--- config.mk ---
export PLATFORM = sky130hd
export DESIGN_NAME = fetch_unit_param_flat
export DESIGN_NICKNAME = d
export VERILOG_FILES = /design/src/rtl/fetch_unit_param_if.sv /design/src/rtl/fetch_unit_param.sv /design/src/flat_wrapper.sv
export SDC_FILE = /design/constraint.sdc
export NUM_CORES = 2
export LEC_CHECK = 0
export CAP_MARGIN = 25
export CELL_PAD_IN_SITES_DETAIL_PLACEMENT = 0
export CELL_PAD_IN_SITES_GLOBAL_PLACEMENT = 1
export CORE_MARGIN = 8
export CORE_UTILIZATION = 49
export DETAILED_ROUTE_END_ITERATION = 7
export PLACE_DENSITY_LB_ADDON = 0.25
export SYNTH_ARGS = -nofsm -noshare
export SYNTH_HDL_FRONTEND = slang
export SYNTH_SLANG_ARGS = --single-unit
export TNS_END_PERCENT = 1
--- constraint.sdc ---
create_clock -name clk -period 14 [get_ports clk]
set_input_delay 2.8 -clock clk [delete_from_list [all_inputs] [get_ports clk]]
set_output_delay 2.8 -clock clk [all_outputs]
set_load 0.01 [all_outputs]
--- src/rtl/fetch_unit_param_if.sv ---
// Fetch-to-decode and fetch-to-memory signal bundle for fetch_unit_param.
// master = fetch unit side, slave = environment (execute/decode/memory) side.
interface fetch_unit_param_if #(
   parameter int unsigned ADDR_W         = 32,
   parameter int unsigned INSTR_W        = 32,
   parameter int unsigned WORDS_PER_LINE = 4,
   parameter int unsigned CNT_W          = 16
);
   logic [ADDR_W-1:0]                 branch_target;
   logic                              pc_src;
   logic                              dec_ready;
   logic [INSTR_W-1:0]                instruction;
   logic                              instr_valid;
   logic [ADDR_W-1:0]                 pc_out;
   logic [ADDR_W-1:0]                 nextpc;
   logic                              hit;
   logic                              mem_req;
   logic [ADDR_W-1:0]                 mem_addr;
   logic                              mem_ack;
   logic [INSTR_W*WORDS_PER_LINE-1:0] mem_rdata;
   logic [CNT_W-1:0]                  hit_count;
   logic [CNT_W-1:0]                  miss_count;

   modport master (
      input  branch_target, pc_src, dec_ready, mem_ack, mem_rdata,
      output instruction, instr_valid, pc_out, nextpc, hit,
             mem_req, mem_addr, hit_count, miss_count
   );

   modport slave (
      output branch_target, pc_src, dec_ready, mem_ack, mem_rdata,
      input  instruction, instr_valid, pc_out, nextpc, hit,
             mem_req, mem_addr, hit_count, miss_count
   );
endinterface

--- src/rtl/fetch_unit_param.sv ---
// Instruction fetch stage with a direct-mapped I-cache, single-line refill FSM,
// branch redirect (also during refill), decode backpressure and perf counters.
module fetch_unit_param #(
   parameter int unsigned       ADDR_W         = 32,
   parameter int unsigned       INSTR_W        = 32,
   parameter int unsigned       WORDS_PER_LINE = 4,
   parameter int unsigned       NUM_LINES      = 16,
   parameter logic [ADDR_W-1:0] RESET_PC       = '0,
   parameter int unsigned       CNT_W          = 16
) (
   input logic                 clk,
   input logic                 rst,
   fetch_unit_param_if.master  bus
);
   localparam int unsigned BYTES = INSTR_W / 8;
   localparam int unsigned OFF_W = $clog2(BYTES);
   localparam int unsigned WI_W  = $clog2(WORDS_PER_LINE);
   localparam int unsigned LI_W  = $clog2(NUM_LINES);
   localparam int unsigned TAG_W = ADDR_W - OFF_W - WI_W - LI_W;
   localparam logic [ADDR_W-1:0] OFF_MASK  = ADDR_W'(BYTES - 1);
   localparam logic [ADDR_W-1:0] LINE_MASK = ADDR_W'(BYTES * WORDS_PER_LINE - 1);

   typedef enum logic {S_RUN, S_REQ} state_t;

   state_t               r_state, w_state;
   logic [ADDR_W-1:0]    r_pc, w_pc;
   logic [INSTR_W-1:0]   r_instr, w_instr;
   logic                 r_vout, w_vout;
   logic [ADDR_W-1:0]    r_pc_out, w_pc_out;
   logic                 r_hit, w_hit;
   logic                 r_mem_req, w_mem_req;
   logic [ADDR_W-1:0]    r_mem_addr, w_mem_addr;
   logic [CNT_W-1:0]     r_hit_cnt, w_hit_cnt;
   logic [CNT_W-1:0]     r_miss_cnt, w_miss_cnt;
   logic                 r_redir, w_redir;
   logic [ADDR_W-1:0]    r_redir_pc, w_redir_pc;
   logic                 r_served, w_served;
   logic                 w_fill;

   logic [WORDS_PER_LINE-1:0][INSTR_W-1:0] r_data [NUM_LINES];
   logic [TAG_W-1:0]                       r_tag  [NUM_LINES];
   logic [NUM_LINES-1:0]                   r_lv;

   logic [LI_W-1:0]    w_idx, w_fill_idx;
   logic [WI_W-1:0]    w_sel;
   logic [TAG_W-1:0]   w_tag, w_fill_tag;
   logic               w_lookup_hit, w_slot_free;
   logic [INSTR_W-1:0] w_word;
   logic [ADDR_W-1:0]  w_tgt;

   assign w_idx        = r_pc[OFF_W+WI_W +: LI_W];
   assign w_sel        = r_pc[OFF_W +: WI_W];
   assign w_tag        = r_pc[ADDR_W-1 -: TAG_W];
   assign w_fill_idx   = r_mem_addr[OFF_W+WI_W +: LI_W];
   assign w_fill_tag   = r_mem_addr[ADDR_W-1 -: TAG_W];
   assign w_lookup_hit = r_lv[w_idx] && (r_tag[w_idx] == w_tag);
   assign w_word       = r_data[w_idx][w_sel];
   assign w_slot_free  = !r_vout || bus.dec_ready;
   assign w_tgt        = bus.branch_target & ~OFF_MASK;

   always_comb begin
      w_state    = r_state;
      w_pc       = r_pc;
      w_instr    = r_instr;
      w_vout     = r_vout;
      w_pc_out   = r_pc_out;
      w_hit      = r_hit;
      w_mem_req  = r_mem_req;
      w_mem_addr = r_mem_addr;
      w_hit_cnt  = r_hit_cnt;
      w_miss_cnt = r_miss_cnt;
      w_redir    = r_redir;
      w_redir_pc = r_redir_pc;
      w_served   = r_served;
      w_fill     = 1'b0;
      case (r_state)
         S_RUN: begin
            if (bus.pc_src) begin
               w_pc     = w_tgt;
               w_vout   = 1'b0;
               w_hit    = 1'b0;
               w_served = 1'b0;
            end else if (w_slot_free) begin
               if (w_lookup_hit) begin
                  w_instr  = w_word;
                  w_pc_out = r_pc;
                  w_vout   = 1'b1;
                  // First delivery after a refill is reported as miss-served.
                  w_hit    = !r_served;
                  w_served = 1'b0;
                  w_pc     = r_pc + ADDR_W'(BYTES);
                  if (!r_served && r_hit_cnt != '1)
                     w_hit_cnt = r_hit_cnt + CNT_W'(1);
               end else begin
                  if (r_miss_cnt != '1)
                     w_miss_cnt = r_miss_cnt + CNT_W'(1);
                  w_state    = S_REQ;
                  w_mem_req  = 1'b1;
                  w_mem_addr = r_pc & ~LINE_MASK;
                  if (bus.dec_ready) begin
                     w_vout = 1'b0;
                     w_hit  = 1'b0;
                  end
               end
            end
         end
         S_REQ: begin
            if (bus.pc_src) begin
               w_redir    = 1'b1;
               w_redir_pc = w_tgt;
            end
            if (bus.dec_ready && r_vout) begin
               w_vout = 1'b0;
               w_hit  = 1'b0;
            end
            if (bus.mem_ack) begin
               w_fill    = 1'b1;
               w_mem_req = 1'b0;
               w_state   = S_RUN;
               // A redirect arriving with the ack wins over an older pending one.
               if (bus.pc_src) begin
                  w_pc     = w_tgt;
                  w_redir  = 1'b0;
                  w_served = 1'b0;
               end else if (r_redir) begin
                  w_pc     = r_redir_pc;
                  w_redir  = 1'b0;
                  w_served = 1'b0;
               end else begin
                  w_served = 1'b1;
               end
            end
         end
         default: w_state = S_RUN;
      endcase
   end

   always_ff @(posedge clk) begin
      if (rst) begin
         r_state    <= S_RUN;
         r_pc       <= RESET_PC;
         r_instr    <= '0;
         r_vout     <= 1'b0;
         r_pc_out   <= '0;
         r_hit      <= 1'b0;
         r_mem_req  <= 1'b0;
         r_mem_addr <= '0;
         r_hit_cnt  <= '0;
         r_miss_cnt <= '0;
         r_redir    <= 1'b0;
         r_redir_pc <= '0;
         r_served   <= 1'b0;
         r_lv       <= '0;
      end else begin
         r_state    <= w_state;
         r_pc       <= w_pc;
         r_instr    <= w_instr;
         r_vout     <= w_vout;
         r_pc_out   <= w_pc_out;
         r_hit      <= w_hit;
         r_mem_req  <= w_mem_req;
         r_mem_addr <= w_mem_addr;
         r_hit_cnt  <= w_hit_cnt;
         r_miss_cnt <= w_miss_cnt;
         r_redir    <= w_redir;
         r_redir_pc <= w_redir_pc;
         r_served   <= w_served;
         if (w_fill)
            r_lv[w_fill_idx] <= 1'b1;
      end
   end

   always_ff @(posedge clk) begin
      if (!rst && w_fill) begin
         r_data[w_fill_idx] <= bus.mem_rdata;
         r_tag[w_fill_idx]  <= w_fill_tag;
      end
   end

   assign bus.instruction = r_instr;
   assign bus.instr_valid = r_vout;
   assign bus.pc_out      = r_pc_out;
   assign bus.nextpc      = r_pc_out + ADDR_W'(BYTES);
   assign bus.hit         = r_hit;
   assign bus.mem_req     = r_mem_req;
   assign bus.mem_addr    = r_mem_addr;
   assign bus.hit_count   = r_hit_cnt;
   assign bus.miss_count  = r_miss_cnt;
endmodule

--- src/flat_wrapper.sv ---
// flat-port wrapper written by rule: the top's interface ports become plain ports
module fetch_unit_param_flat 
#(
   parameter int unsigned       ADDR_W         = 32,
   parameter int unsigned       INSTR_W        = 32,
   parameter int unsigned       WORDS_PER_LINE = 4,
   parameter int unsigned       NUM_LINES      = 16,
   parameter logic [ADDR_W-1:0] RESET_PC       = '0,
   parameter int unsigned       CNT_W          = 16
)
  (clk, rst, bus_branch_target, bus_pc_src, bus_dec_ready, bus_mem_ack, bus_mem_rdata, bus_instruction, bus_instr_valid, bus_pc_out, bus_nextpc, bus_hit, bus_mem_req, bus_mem_addr, bus_hit_count, bus_miss_count);
  fetch_unit_param_if #(.ADDR_W(ADDR_W), .INSTR_W(INSTR_W), .WORDS_PER_LINE(WORDS_PER_LINE), .CNT_W(CNT_W)) bus_i ();
  input logic clk;
  input logic rst;
  input wire logic [$bits(bus_i.branch_target)-1:0] bus_branch_target;
  input wire logic [$bits(bus_i.pc_src)-1:0] bus_pc_src;
  input wire logic [$bits(bus_i.dec_ready)-1:0] bus_dec_ready;
  input wire logic [$bits(bus_i.mem_ack)-1:0] bus_mem_ack;
  input wire logic [$bits(bus_i.mem_rdata)-1:0] bus_mem_rdata;
  output wire logic [$bits(bus_i.instruction)-1:0] bus_instruction;
  output wire logic [$bits(bus_i.instr_valid)-1:0] bus_instr_valid;
  output wire logic [$bits(bus_i.pc_out)-1:0] bus_pc_out;
  output wire logic [$bits(bus_i.nextpc)-1:0] bus_nextpc;
  output wire logic [$bits(bus_i.hit)-1:0] bus_hit;
  output wire logic [$bits(bus_i.mem_req)-1:0] bus_mem_req;
  output wire logic [$bits(bus_i.mem_addr)-1:0] bus_mem_addr;
  output wire logic [$bits(bus_i.hit_count)-1:0] bus_hit_count;
  output wire logic [$bits(bus_i.miss_count)-1:0] bus_miss_count;
  assign bus_i.branch_target = bus_branch_target;
  assign bus_i.pc_src = bus_pc_src;
  assign bus_i.dec_ready = bus_dec_ready;
  assign bus_i.mem_ack = bus_mem_ack;
  assign bus_i.mem_rdata = bus_mem_rdata;
  assign bus_instruction = bus_i.instruction;
  assign bus_instr_valid = bus_i.instr_valid;
  assign bus_pc_out = bus_i.pc_out;
  assign bus_nextpc = bus_i.nextpc;
  assign bus_hit = bus_i.hit;
  assign bus_mem_req = bus_i.mem_req;
  assign bus_mem_addr = bus_i.mem_addr;
  assign bus_hit_count = bus_i.hit_count;
  assign bus_miss_count = bus_i.miss_count;
  fetch_unit_param #(.ADDR_W(ADDR_W), .INSTR_W(INSTR_W), .WORDS_PER_LINE(WORDS_PER_LINE), .NUM_LINES(NUM_LINES), .RESET_PC(RESET_PC), .CNT_W(CNT_W)) u_core (.clk(clk), .rst(rst), .bus(bus_i));
endmodule
==> summary.md <==
| Metric | Value |
|---|---|
| Status | `complete, no violations` |
| Final wirelength | `~250000 um` |
| Library cells used by synthesis | `75` |
| Post-route setup slack | `just under 7 ns` |
| Share of layout cells above drive strength 1 | `23.2%` |
| DP HPWL | `around 130000 um` |
| Worst Hold Slack | `between 0.4 and 0.5 ns` |
| Fin. max-slew vios | `0` |
| Fmax | `138 MHz` |
| Num CTS Buffers | `between 200 and 300` |
| Post-cts sizing count | `0` |
| Multi-input logic area | `around 24000 sq um` |
| DRC errors left | `0` |
| Ys Warns | `0` |
| Vias in the first global route | `between 50000 and 60000` |
| Synthesized flop and latch total | `between 2000 and 3000` |
| # clock sinks | `2640` |
| Setup Buffers After CTS | `0` |
| Via density | `approximately 6.1` |
| Critical Path End Type | `flop` |
| CP dominant cell by count | `buf_4` |
| Placer congestion estimate | `0.782` |
| CP Buf/Inv Count | `3` |
| Critical path class | `reg2reg` |
| IO Port Bufs | `approximately 320` |
| Max Cap Viol | `0` |
| IO Pins | `328` |
| Top delay family on crit path | `simple AND/OR/NAND/NOR gates` |
| Hold Buf Count CTS | `0` |
| Synth top area cells | `edfxtp_1 71%, mux4_2 16%, dfxtp_1 4.1%` |
| Final net count | `approximately 5400` |
| Total power | `16.6 mW` |
| Clock Skew | `about 0.049 ns` |
| Die width | `around 470 um` |
| Post-synth EDFFs | `between 2000 and 2500` |
| Global route overflow | `0` |
| Register area | `around 77000 sq um` |
| Required time of the critical path | `14.72 ns` |
| Pre-CTS setup slack | `around 6.7 ns` |
| Synth area leader | `edfxtp_1` |
| Post-layout util | `~57%` |
| Buffer type at the clock tree root | `clkbuf_16` |
| Initial antenna violation count | `41` |
| Hold crit path type | `reg2reg` |
| Top_reg_cell synth | `edfxtp_1` |
| CP max-delay cell | `and4_4` |
| # H-tree levels | `5` |
| Ys async rst share | `0%` |
| CP max stage delay | `around 1.0 ns` |
| Final Hold Viols | `0` |
| Slew @ Worst Pin | `approximately 1.3 ns` |
| Final min period | `7.24 ns` |
| ANT nets after route | `0` |
| Share of the synthesized area in the top cell type | `between 70% and 80%` |
| CP cell instances | `buf_4 -> buf_4 -> mux4_2 -> a222oi_1 -> xnor2_1 -> nand2_1 -> or3b_2 -> nor4b_1 -> and4_4 -> buf_4 -> mux2i_1 -> nor2_1` |
| RSZ-0062 raised after global routing | `false` |
| Vias | `just over 50000` |
| CTS tree | `done` |
| Leakage | `between 30 and 40 nW` |
| Worst vdd ir | `between 0.1 and 0.15 mV` |
| Crit path DAT | `7.95 ns` |
| DR WL/cell | `approximately 30 um` |
| Avg Cell Area, Syn | `about 21 sq um` |
| Area Growth Syn to Fin | `14.6%` |
| Die height | `473 um` |
| Global-route wire length before repair | `around 370000 um` |
| Fill count | `15300` |
| Seq/Total Area, Yosys | `approximately 75%` |
| Crit share post-route | `roughly half` |
| Crit-path max FO | `55` |
| Fin Setup TNS | `0 ns` |
| Critical path launch point type | `flop` |
| Final setup violation count | `0` |
| Skew-Pair Late Insertion Delay | `roughly 0.9 ns` |
| Relative slew slack | `between 10% and 20%` |
| Initial drt markers | `~5100` |
| Largest net degree at the start of global routing | `~110` |
| Cells after Synth | `a little under 5000` |
| Worst-path clk slew | `~0.060 ns` |
| Core box area | `slightly above 200000 sq um` |
| Row count | `approximately 170` |
| DR pass1 iterations | `7` |
| GRT Util Overall | `between 20 and 25%` |
| Die area | `approximately 220000 sq um` |
| Synthesized area | `102000 sq um` |
| PwrDens | `about 140 nW/um^2` |
| Starting Density | `about half` |
| Longest Clk Path Bufs | `4` |
logic make-up after synthesis:
family	after synthesis	share of synthesized area, %
flops	2640	75.5
mux	900	18.0
simple gates	519	2.43
compound gates	361	2.21
buf+inv	320	1.32
xor+xnor	57	0.495
fa+ha+maj	4	0.0489
other cells	1	0.00367
where the power goes:
| group | switching (mW) | leakage (nW) | internal (mW) | total, mW |
|---|---|---|---|---|
| combinational | 0.542 | 8.13 | 0.516 | 1.06 |
| clock | 2.89 | 4.07 | 3.94 | 6.83 |
| sequential | 0.0565 | 23.7 | 8.62 | 8.68 |
| total | 3.49 | 35.9 | 13.1 | 16.6 |
routing by layer:
layer / global-route usage [%] / wire (um) / vias up
met5: 0 / 170 / -
met4: 5.00 / 5030 / 26
met3: 4.28 / 17600 / 375
met2: 36.1 / 123000 / 1897
met1: 31.6 / 107000 / 27200
li1: - / - / 20900
layout make-up:
class	instances	share of cell area [%]
clock inverter	115	0.612
multi-input combinational	1849	20.4
timing repair buffer	416	3.55
tap	2788	2.98
clock buffer	366	6.47
inverter	22	0.0769
antenna	13	0.0278
sequential	2640	65.9
worst paths after layout:
path	startpoint	to	slack (ns)	cells past startpoint
min	u_core.r_lv[15]$_SDFFE_PP0P_	u_core.r_lv[15]$_SDFFE_PP0P_	0.45	1
min reg2reg	u_core.r_lv[15]$_SDFFE_PP0P_	u_core.r_lv[15]$_SDFFE_PP0P_	0.45	1
max reg2reg	flop	u_core.bus.instruction[4]$_SDFFE_PP0P_	6.76	12
max	flop	u_core.bus.instruction[4]$_SDFFE_PP0P_	6.76	12
layout by cell type, fill, tap and decap left out, types with 15 or more instances in the layout:
cell type / Yosys / routed
clkdlybuf4s50_1: 0 / 315
nand4_1: 20 / 20
mux4_2: 740 / 740
o21ai_0: 72 / 72
nand2_1: 141 / 141
a21o_1: 21 / 21
inv_1: 18 / 18
a22oi_1: 26 / 26
buf_4: 16 / 81
nand3_1: 76 / 76
a211oi_1: 15 / 15
nor2_1: 141 / 128
xnor2_1: 44 / 44
o31ai_1: 16 / 16
a21oi_1: 133 / 133
clkbuf_16: 0 / 289
clkinv_1: 3 / 65
clkinv_2: 0 / 38
edfxtp_1: 2432 / 2432
and3_1: 23 / 23
clkbuf_1: 192 / 71
mux2i_1: 138 / 138
dfxtp_1: 208 / 201
nor3_1: 28 / 23
buf_12: 1 / 16
cells in the mapped netlist, drive strengths merged, types with 5 or more instances:
master     n
a211oi    15
a21o      21
a21oi    133
a221oi    10
a22oi     26
a31oi      6
and2      10
and3      23
and4       8
buf      103
clkbuf   195
dfxtp    208
edfxtp  2432
inv       19
mux2      14
mux2i    138
mux4     748
nand2    141
nand2b     8
nand3     76
nand4     20
nor2     141
nor2b     12
nor3      28
nor4       5
o211ai     6
o21ai     72
o221a      5
o22ai     10
o311ai     6
o31ai     16
o32ai      7
or2       11
or3       12
or4       10
xnor2     45
xor2      12
metrics by stage:
stage,std cells,instance area (sq um)
floorplan,4809,102000
global placement,7712,109000
detailed placement,7712,109000
CTS,8193,117000
global route,8199,117000
finish,8209,117000
state kept, by name (all words and copies together), names as in the netlist, named ones only:
signal / flops
u_core.bus.miss_count: 16
u_core.r_tag: 384
u_core.r_data: 2048
u_core.r_redir: 1
u_core.r_lv: 16
u_core.bus.hit_count: 16
u_core.r_state: 1
u_core.r_pc: 30
u_core.bus.instr_valid: 1
u_core.bus.instruction: 32
u_core.bus.hit: 1
u_core.bus.mem_addr: 28
u_core.r_served: 1
u_core.r_redir_pc: 30
u_core.bus.mem_req: 1
u_core.bus.pc_out: 30
Note: power is estimated with default switching activity, not from simulation.
